==> src/rtl/faux_hd_command_engine.sv <==
`default_nettype none
// ============================================================================
// faux_hd_command_engine
//   Simulated SATA device command layer. It answers READ/WRITE DMA EXT in
//   multi-FIS chunks and reports errors with the matching ATA status/error.
//   Revision: 1.0
// ============================================================================
module faux_hd_command_engine #(
   parameter int SLEEP_LENGTH    = 100,
   parameter int SECTOR_DWORDS   = 128,
   parameter int MAX_FIS_SECTORS = 16
) (
   input  logic        clk,
   input  logic        rst,
   input  logic        transport_layer_ready,
   input  logic        h2d_reg_stb,
   input  logic        h2d_data_stb,
   input  logic        h2d_cmd_bit,
   input  logic [7:0]  h2d_command,
   input  logic [7:0]  h2d_control,
   input  logic [47:0] h2d_lba,
   input  logic [15:0] h2d_sector_count,
   input  logic        of_strobe,
   input  logic        xmit_error,
   input  logic        read_crc_fail,
   output logic        command_layer_ready,
   output logic        command_layer_busy,
   output logic        send_reg_stb,
   output logic        send_dma_act_stb,
   output logic        send_data_stb,
   output logic [11:0] data_fis_dwords,
   output logic [7:0]  d2h_status,
   output logic [7:0]  d2h_error,
   output logic        d2h_interrupt,
   output logic [47:0] d2h_lba,
   output logic [15:0] d2h_sector_count,
   output logic [16:0] sectors_done,
   output logic [3:0]  cl_state
);

   localparam int SLEEP_W = $clog2(SLEEP_LENGTH + 1);
   localparam int DW_W    = (SECTOR_DWORDS > 1) ? $clog2(SECTOR_DWORDS) : 1;

   localparam logic [3:0] SLEEP_START = 4'd0;
   localparam logic [3:0] SEND_DIAG   = 4'd1;
   localparam logic [3:0] IDLE        = 4'd2;
   localparam logic [3:0] DMA_ACT     = 4'd3;
   localparam logic [3:0] WRITE_DATA  = 4'd4;
   localparam logic [3:0] SEND_DATA   = 4'd5;
   localparam logic [3:0] READ_WAIT   = 4'd6;
   localparam logic [3:0] SEND_STATUS = 4'd7;
   localparam logic [3:0] SEND_ERROR  = 4'd8;

   localparam logic [7:0] CMD_READ_DMA_EXT  = 8'h25;
   localparam logic [7:0] CMD_WRITE_DMA_EXT = 8'h35;

   logic [3:0]         state;
   logic [SLEEP_W-1:0] sleep_cnt;
   logic [16:0]        total;
   logic [DW_W-1:0]    dword_cnt;
   logic               seen_low;

   logic        srst;
   logic        link_err;
   logic [16:0] remaining;
   logic [16:0] chunk;
   logic        sector_tick;
   logic [16:0] done_after;
   logic        unused_control;

   assign srst           = h2d_control[2];
   assign unused_control = ^{h2d_control[7:3], h2d_control[1:0]};
   assign link_err       = xmit_error | read_crc_fail;
   assign remaining      = total - sectors_done;
   assign chunk          = (remaining > 17'(MAX_FIS_SECTORS)) ? 17'(MAX_FIS_SECTORS) : remaining;
   assign sector_tick    = of_strobe && (dword_cnt == DW_W'(SECTOR_DWORDS - 1));
   assign done_after     = sectors_done + (sector_tick ? 17'd1 : 17'd0);

   assign command_layer_ready = (state == IDLE);
   assign command_layer_busy  = ~command_layer_ready;
   assign cl_state            = state;

   always_ff @(posedge clk or posedge rst) begin
      if (rst) begin
         state            <= SLEEP_START;
         sleep_cnt        <= '0;
         total            <= '0;
         dword_cnt        <= '0;
         seen_low         <= 1'b0;
         send_reg_stb     <= 1'b0;
         send_dma_act_stb <= 1'b0;
         send_data_stb    <= 1'b0;
         data_fis_dwords  <= '0;
         d2h_status       <= 8'h50;
         d2h_error        <= 8'h01;
         d2h_interrupt    <= 1'b0;
         d2h_lba          <= 48'd1;
         d2h_sector_count <= 16'd1;
         sectors_done     <= '0;
      end else begin
         send_reg_stb     <= 1'b0;
         send_dma_act_stb <= 1'b0;
         send_data_stb    <= 1'b0;
         if (srst) begin
            state     <= SLEEP_START;
            sleep_cnt <= '0;
            seen_low  <= 1'b0;
         end else begin
            case (state)
               SLEEP_START: begin
                  if (sleep_cnt == SLEEP_W'(SLEEP_LENGTH)) begin
                     state <= SEND_DIAG;
                  end else begin
                     sleep_cnt <= sleep_cnt + SLEEP_W'(1);
                  end
               end
               SEND_DIAG: begin
                  // Diagnostic signature is re-issued after every soft reset too
                  d2h_status       <= 8'h50;
                  d2h_error        <= 8'h01;
                  d2h_interrupt    <= 1'b0;
                  d2h_lba          <= 48'd1;
                  d2h_sector_count <= 16'd1;
                  send_reg_stb     <= 1'b1;
                  state            <= IDLE;
               end
               IDLE: begin
                  if (h2d_reg_stb && h2d_cmd_bit) begin
                     d2h_lba          <= h2d_lba;
                     d2h_sector_count <= h2d_sector_count;
                     total            <= (h2d_sector_count == 16'd0) ? 17'h10000 : {1'b0, h2d_sector_count};
                     sectors_done     <= '0;
                     dword_cnt        <= '0;
                     d2h_interrupt    <= 1'b0;
                     if (h2d_command == CMD_READ_DMA_EXT) begin
                        state <= SEND_DATA;
                     end else if (h2d_command == CMD_WRITE_DMA_EXT) begin
                        state <= DMA_ACT;
                     end else begin
                        d2h_status <= 8'h51;
                        d2h_error  <= 8'h04;
                        state      <= SEND_ERROR;
                     end
                  end
               end
               SEND_DATA: begin
                  if (link_err) begin
                     d2h_status <= 8'h51;
                     d2h_error  <= 8'h84;
                     state      <= SEND_ERROR;
                  end else if (transport_layer_ready) begin
                     data_fis_dwords <= 12'(chunk * 17'(SECTOR_DWORDS));
                     send_data_stb   <= 1'b1;
                     sectors_done    <= sectors_done + chunk;
                     seen_low        <= 1'b0;
                     state           <= READ_WAIT;
                  end
               end
               READ_WAIT: begin
                  // The transport must visibly go busy before its idle means "FIS sent"
                  if (link_err) begin
                     d2h_status <= 8'h51;
                     d2h_error  <= 8'h84;
                     state      <= SEND_ERROR;
                  end else if (!transport_layer_ready) begin
                     seen_low <= 1'b1;
                  end else if (seen_low) begin
                     state <= (sectors_done < total) ? SEND_DATA : SEND_STATUS;
                  end
               end
               DMA_ACT: begin
                  if (link_err) begin
                     d2h_status <= 8'h51;
                     d2h_error  <= 8'h84;
                     state      <= SEND_ERROR;
                  end else if (transport_layer_ready) begin
                     send_dma_act_stb <= 1'b1;
                     state            <= WRITE_DATA;
                  end
               end
               WRITE_DATA: begin
                  if (link_err) begin
                     d2h_status <= 8'h51;
                     d2h_error  <= 8'h84;
                     state      <= SEND_ERROR;
                  end else begin
                     // A partial sector at the end of a FIS carries into the next one
                     if (of_strobe) begin
                        dword_cnt    <= sector_tick ? '0 : dword_cnt + DW_W'(1);
                        sectors_done <= done_after;
                     end
                     if (h2d_data_stb) begin
                        state <= (done_after >= total) ? SEND_STATUS : DMA_ACT;
                     end
                  end
               end
               SEND_STATUS: begin
                  if (transport_layer_ready) begin
                     d2h_status    <= 8'h50;
                     d2h_error     <= 8'h00;
                     d2h_interrupt <= 1'b1;
                     send_reg_stb  <= 1'b1;
                     state         <= IDLE;
                  end
               end
               SEND_ERROR: begin
                  if (transport_layer_ready) begin
                     d2h_interrupt <= 1'b1;
                     send_reg_stb  <= 1'b1;
                     state         <= IDLE;
                  end
               end
               default: begin
                  state     <= SLEEP_START;
                  sleep_cnt <= '0;
               end
            endcase
         end
      end
   end

endmodule
`default_nettype wire

==> config.mk <==
export PLATFORM = sky130hd
export DESIGN_NAME = faux_hd_command_engine
export DESIGN_NICKNAME = d
export VERILOG_FILES = /design/src/rtl/faux_hd_command_engine.sv
export SDC_FILE = /design/constraint.sdc
export NUM_CORES = 1
export LEC_CHECK = 0
export CAP_MARGIN = 20
export CORE_MARGIN = 2
export CORE_UTILIZATION = 46
export CTS_CLUSTER_DIAMETER = 30
export DETAILED_ROUTE_END_ITERATION = 16
export GPL_TIMING_DRIVEN = 0
export PLACE_DENSITY = 0.78
export SLEW_MARGIN = 20
export SYNTH_ARGS = -nofsm -noshare
export SYNTH_HDL_FRONTEND = slang
export SYNTH_SLANG_ARGS = --single-unit
export TNS_END_PERCENT = 5
==> constraint.sdc <==
create_clock -name clk -period 5.8 [get_ports clk]
set_input_delay 1.16 -clock clk [delete_from_list [all_inputs] [get_ports clk]]
set_output_delay 1.16 -clock clk [all_outputs]
set_load 0.01 [all_outputs]
==> impl_metrics.json, run 1 <==
{
  "outcome": "complete, no violations",
  "grt_max_degree": 70,
  "cap_violations": 0,
  "port_buffers": 181,
  "core_area_mm2": 0.0178,
  "layout_min_cycle_time_ns": 5.45,
  "vias": 8358,
  "grt_first_pass_wirelength_um": 41000,
  "fin_crit_sh_pct": 94.0,
  "fill_cells": 1582,
  "vias_per_cell": 5.69,
  "startpoint_type": "flop",
  "synth_cell_types": 72,
  "die_w_um": 139,
  "ios": 208,
  "wl_met3_um": 1820,
  "antenna_found_initial": 0,
  "area_delta_synth_final_pct": 34.0,
  "synth.most_common_cell": "nand2_1",
  "dp_hpwl_um": 19700,
  "final_area_mm2": 0.0112,
  "worstRegToRegCells": 22,
  "ys.flop_type": "dfrtp_1",
  "grt_setup_unrepaired": "false",
  "hold_path_depth": 1,
  "clk_path_buf_depth": 2,
  "placementRows": 49,
  "setup_viol": 0,
  "grt_pass1_vias": 7876,
  "drc": 0,
  "powerDensity_mw_per_mm2": 281,
  "avgSynthCellArea_um2": 8.35,
  "ys_seq_area_share_pct": 39.1,
  "cts_buffers": 17,
  "crit_top_cell": "nor2_1",
  "track_usage_pct": 26.4,
  "overflow": 0,
  "synthArstFlopShare_pct": 100,
  "initial_utilization_pct": 46.7,
  "cts_root_buffer": "clkbuf_16",
  "synthCells": 998,
  "finalWeightedCongestion": 0.940,
  "path_class": "reg -> reg",
  "drv_slew": 0,
  "die_h_um": 139,
  "fin_nets": 1372,
  "drive_above_1_share_pct": 6.53,
  "post-synth-top-area-cell": "dfrtp_1",
  "path_clk_slew_ns": 0.07,
  "cp.required_ns": 6.11,
  "wl_per_cell_um": 17.6,
  "path_cells": "inv_1, ha_1, nand2b_1, a21boi_2, o31ai_2, and4_4, o311a_1, or4_4, or3_1, buf_2, nor2_1, ha_1, a21o_1, a21o_1, a21oi_1, o21ai_1, a21oi_1, nor2b_1, nor2_1, nor2_1, o311a_1, a211o_1",
  "ant_nets": 0,
  "critPathSlowestCell": "or4_4",
  "clock-skew-final_ns": 0.0130,
  "top_layer_used": "met4",
  "drt_wl_total_um": 25800,
  "cts_htree_levels": 4,
  "n_antenna_cell": 0,
  "synth_warnings": 0,
  "timing.slew.headroom_pct": 38.2,
  "max_stage_delay_ns": 0.59,
  "max_freq_ghz": 0.183,
  "clkLatencyLatePin_ns": 0.43,
  "min_path_type": "reg -> reg",
  "yosys-top-cells-count": "177 x nand2_1, 127 x dfrtp_1, 113 x o21ai_0, 76 x nor2_1, 54 x ha_1",
  "synth_edf_count": 0,
  "hold_viol_final": 0,
  "die_area_mm2": 0.0192,
  "cp.arrival_ns": 5.76,
  "final_util_pct": 62.6,
  "synth_area_mm2": 0.00834,
  "drt-initial-drc-count": 861,
  "crit_fanout": 10,
  "place_area_mm2": 0.0106,
  "ir_drop_v": 0.000250,
  "synthTopCellsByArea": "dfrtp_1 38%, ha_1 8.1%, nand2_1 8.0%, o21ai_0 6.8%, nor2_1 3.4%",
  "met1_length_um": 11100,
  "end_kind": "flop",
  "met2WireLength_um": 12200,
  "clock_sinks": 130,
  "tightest_slew_ns": 0.918,
  "dr.pass1.iters": 7,
  "cts_tree": "yes",
  "synth_top_area_share_pct": 38.1,
  "leakage_nw": 4.81,
  "synth_seq_cells": 130
}
logic make-up after synthesis:
kind of cell / count (synthesis) / synth area share [%]
compound gates: 283 / 21.3
flops: 130 / 39.1
fa+ha+maj: 57 / 8.71
mux: 8 / 1.01
xor+xnor: 40 / 4.20
other cells: 2 / 0.0901
buf+inv: 111 / 5.88
simple gates: 367 / 19.7
worst max-delay path, delay by kind of cell (launching register included):
| kind | cells | cell delay (ns) |
|---|---|---|
| fa+ha+maj | 2 | 0.62 |
| compound gates | 10 | 2.24 |
| flops | 1 | 0.57 |
| buf+inv | 2 | 0.34 |
| simple gates | 8 | 1.55 |
per-stage QoR:
step                total power, mW  hold slack, ns  cells  TNS [ns]  setup slack, ns
finish                         3.14           0.479   1469         0            0.347
floorplan                      1.68           0.442   1026         0            0.906
CTS                            3.13           0.479   1469         0            0.189
global placement               2.06           0.460   1436   -100.08           -0.797
detailed placement             2.08           0.468   1437         0            0.128
global route                   3.29           0.491   1469         0           0.0222
placed cells by master, fill, tap and decap left out, drive strengths merged, types with 4 or more instances in the layout:
cell / instances
nand3: 22
a221oi: 4
and4: 5
clkinv: 5
o21bai: 4
nor4: 10
o211ai: 10
nand4: 12
a21o: 13
xor2: 14
and3: 8
clkdlybuf4s50: 181
mux2i: 5
o311ai: 4
nor3: 21
o21a: 10
a211o: 4
dfrtp: 127
nand2: 177
or3: 4
a21oi: 51
nor2: 76
a31oi: 5
ha: 54
o31ai: 9
clkbuf: 48
o21ai: 121
nor2b: 10
buf: 30
conb: 30
a22oi: 5
nand2b: 8
xnor2: 26
inv: 59
a22o: 17
cell type report:
cell class | count | area [um2] | area share (%)
repair buffers | 183 | 1850 | 16.5
inverters | 51 | 199 | 1.78
flip-flops and latches | 130 | 3260 | 29.2
well taps | 229 | 287 | 2.56
clock buffers | 17 | 425 | 3.81
plain buffers | 59 | 295 | 2.64
multi-input cells | 785 | 4710 | 42.2
clock inverters | 15 | 145 | 1.30
report_power, final:
group	switching, mW	internal [mW]	leakage [nW]
sequential	0.0785	1.02	1.68
clock	0.451	0.601	0.283
combinational	0.540	0.453	2.84
total	1.07	2.07	4.81
what timing repair did:
action,4_1_cts,5_1_grt
setup buffers,0,1
resized for setup,0,10
hold buffers,0,0
endpoints found under the setup margin,0,4
worst paths after layout:
path,end,start,slack (ns)
min in group asynchronous,d2h_lba[23],rst,1.17
setup reg to reg,sectors_done[10],sectors_done[1],0.35
hold reg to reg,d2h_error[2],d2h_error[2],0.48
hold / removal,d2h_error[2],d2h_error[2],0.48
max in group asynchronous,d2h_lba[0],rst,3.91
setup / recovery,sectors_done[10],sectors_done[1],0.35
per-layer routing:
layer | up-vias | global-route usage, %
met5 | - | 0
met1 | 3988 | 36.1
met2 | 366 | 43.5
met4 | 0 | 8.13
li1 | 3950 | -
met3 | 54 | 4.32
registers in the layout, summed over array words and instances, names as in the netlist:
name	count
send_dma_act_stb	1
d2h_interrupt	1
send_data_stb	1
d2h_sector_count	16
d2h_status	1
data_fis_dwords	5
cl_state	4
d2h_lba	48
dword_cnt	7
d2h_error	3
sleep_cnt	7
sectors_done	17
send_reg_stb	1
total	17
seen_low	1
(Power assumes the default switching activity.)
==> inputs of run 2 (changes only) <==
--- a/config.mk
+++ b/config.mk
@@ -16,4 +16,3 @@
 export SYNTH_ARGS = -nofsm -noshare
 export SYNTH_HDL_FRONTEND = slang
 export SYNTH_SLANG_ARGS = --single-unit
-export TNS_END_PERCENT = 5
==> results of run 2 <==
The final DEF is identical to that of run 1; final timing and power are the same.
==> inputs of run 3 (changes only) <==
--- a/config.mk
+++ b/config.mk
@@ -7,11 +7,11 @@
 export LEC_CHECK = 0
 export CAP_MARGIN = 20
 export CORE_MARGIN = 2
-export CORE_UTILIZATION = 46
+export CORE_UTILIZATION = 50
 export CTS_CLUSTER_DIAMETER = 30
 export DETAILED_ROUTE_END_ITERATION = 16
 export GPL_TIMING_DRIVEN = 0
-export PLACE_DENSITY = 0.78
+export PLACE_DENSITY = 0.84
 export SLEW_MARGIN = 20
 export SYNTH_ARGS = -nofsm -noshare
 export SYNTH_HDL_FRONTEND = slang
==> impl_metrics.json, run 3 (synthesis gave the netlist of run 1 again) <==
{
  "drt-initial-drc-count": 862,
  "die_w_um": 133,
  "crit_top_cell": "nor2_1",
  "regMostFlops": "d2h_lba",
  "cp.required_ns": 6.12,
  "cp.arrival_ns": 5.85,
  "seqPwrFrac_pct": 34.2,
  "crit_fanout": 10,
  "ant_nets": 0,
  "powerDensity_mw_per_mm2": 287,
  "end_kind": "flop",
  "final_util_pct": 68.0,
  "port_buffers": 181,
  "clk_path_buf_depth": 2,
  "area_delta_synth_final_pct": 34.3,
  "fin_tns_setup_ns": 0,
  "switchingPower_mw": 1.09,
  "clock-skew-final_ns": 0.0116,
  "place_ws_ns": 0.150,
  "track_usage_pct": 29.0,
  "leakage_nw": 4.82,
  "cpLargestDelayFamily": "compound AO/OA/AOI/OAI gates",
  "outcome": "complete, no violations",
  "initial_utilization_pct": 50.6,
  "path_cells": "inv_1, ha_1, buf_2, a21oi_2, nor3_1, a311o_1, nor3_1, nand4_1, or4_4, or3_1, buf_2, nor2_1, ha_1, a21o_1, a21o_1, a21oi_1, o21ai_0, a21oi_1, nor2b_1, nor2_1, nor2_1, o311a_1, a211o_1",
  "worst_slack_ns": 0.270,
  "wl_per_cell_um": 17.7,
  "cts_buffers": 17,
  "pwr-share-clk_pct": 35.1,
  "antenna_found_initial": 0,
  "hold_viol_final": 0,
  "drt_wl_total_um": 25800,
  "finalPower_mw": 3.21,
  "core_area_mm2": 0.0165,
  "setup_viol": 0,
  "max_stage_delay_ns": 0.51,
  "placementRows": 47,
  "path_clk_slew_ns": 0.07,
  "power.internal_mw": 2.12,
  "cts_htree_levels": 4,
  "drive_above_1_share_pct": 6.38,
  "drc": 0,
  "dr.pass1.iters": 6,
  "path_class": "reg -> reg",
  "vias_per_cell": 5.71,
  "die_h_um": 133,
  "grt_setup_unrepaired": "false",
  "clock_sinks": 130,
  "min_path_type": "reg -> reg",
  "cap_violations": 0,
  "fin_nets": 1371,
  "max_freq_ghz": 0.181,
  "vias": 8325,
  "layout_common_cells": "181 x clkdlybuf4s50_1, 177 x nand2_1, 124 x dfrtp_1, 113 x o21ai_0, 76 x nor2_1",
  "fin_crit_sh_pct": 95.3,
  "tightest_slew_ns": 1.05,
  "dp_hpwl_um": 19800,
  "finalWeightedCongestion": 1.00,
  "cts_root_buffer": "clkbuf_16",
  "cts_setup_buffers": 0,
  "grt_max_degree": 85,
  "die_area_mm2": 0.0177,
  "overflow": 0,
  "timing.slew.headroom_pct": 29.4,
  "r2r_setup_slack_ns": 0.27,
  "cts_tree": "yes",
  "n_antenna_cell": 0,
  "ios": 208,
  "largest_reg_flops": 48,
  "ir_drop_v": 0.000284,
  "swShare_pct": 33.9,
  "grt_first_pass_wirelength_um": 40800,
  "biggestRegsByFlops": "d2h_lba: 48 flops, sectors_done: 17 flops, total: 17 flops",
  "critPathSlowestCell": "dfrtp_1",
  "layout_min_cycle_time_ns": 5.53,
  "startpoint_type": "flop",
  "clkLatencyLatePin_ns": 0.43,
  "pwr-share-comb_pct": 30.8,
  "crit_buf_inv": 3,
  "drv_slew": 0,
  "final_common_cell": "clkdlybuf4s50_1",
  "grt_pass1_vias": 7777
}
## run 3: cell count changes in the layout (fill, tap and decap cells not counted), sizes merged
cell	before	now
inv	59	60
clkinv	5	3
bufinv	1	2
buf	30	29
## run 3: area by class of cell
type                            count  area (um2)
Sequential cell                   130        3260
Inverter                           51         199
Clock buffer                       17         425
Fill cell                        1321        5270
Buffer                             59         295
Multi-Input combinational cell    785        4710
Timing Repair Buffer              182        1840
Clock inverter                     15         190
Tap cell                          220         275
## run 3: through the flow
step / instances / hold slack, ns / cell area, um2
floorplan: 1026 / 0.442 / 8440
global placement: 1427 / 0.462 / 10500
detailed placement: 1428 / 0.467 / 10600
CTS: 1460 / 0.486 / 11200
global route: 1459 / 0.505 / 11200
finish: 1459 / 0.480 / 11200
## run 3: what timing repair did
item                                    CTS  global route
endpoints found under the hold margin     0             0
resized for setup                         0             7
hold buffers                              0             0
endpoints found under the setup margin    0             3
## run 3: power by group through the flow
stage | Sequential, mW | Clock [mW] | Combinational (mW)
2_1_floorplan | 1.12 | 0 | 0.559
3_3_place_gp | 1.11 | 0 | 0.944
3_5_place_dp | 1.11 | 0 | 0.965
4_1_cts | 1.10 | 1.13 | 0.971
5_1_grt | 1.11 | 1.17 | 1.08
6_report | 1.10 | 1.13 | 0.989
## run 3: final timing paths
check | start | depth (start not counted) | to
max | sectors_done[11] | 23 | sectors_done[10]
min | d2h_lba[22] | 2 | d2h_lba[22]
max reg2reg | sectors_done[11] | 23 | sectors_done[10]
min reg2reg | d2h_lba[22] | 2 | d2h_lba[22]
max in group asynchronous | rst | 3 | d2h_error[0]
min in group asynchronous | rst | 2 | d2h_lba[17]
## run 3: layer usage
layer / GRT usage, % / vias up / part of all wire (%)
li1: - / 3935 / -
met2: 47.8 / 383 / 48
met5: 0 / - / 0
met1: 38.9 / 3961 / 42
met3: 5.37 / 46 / 8.1
met4: 9.34 / 0 / 2.2
## run 3: tightest hold or removal path, cell delays in order, from the launching register on
cell     delay, ns
dfrtp_1       0.34
nand2_1       0.05
o21ai_0       0.06
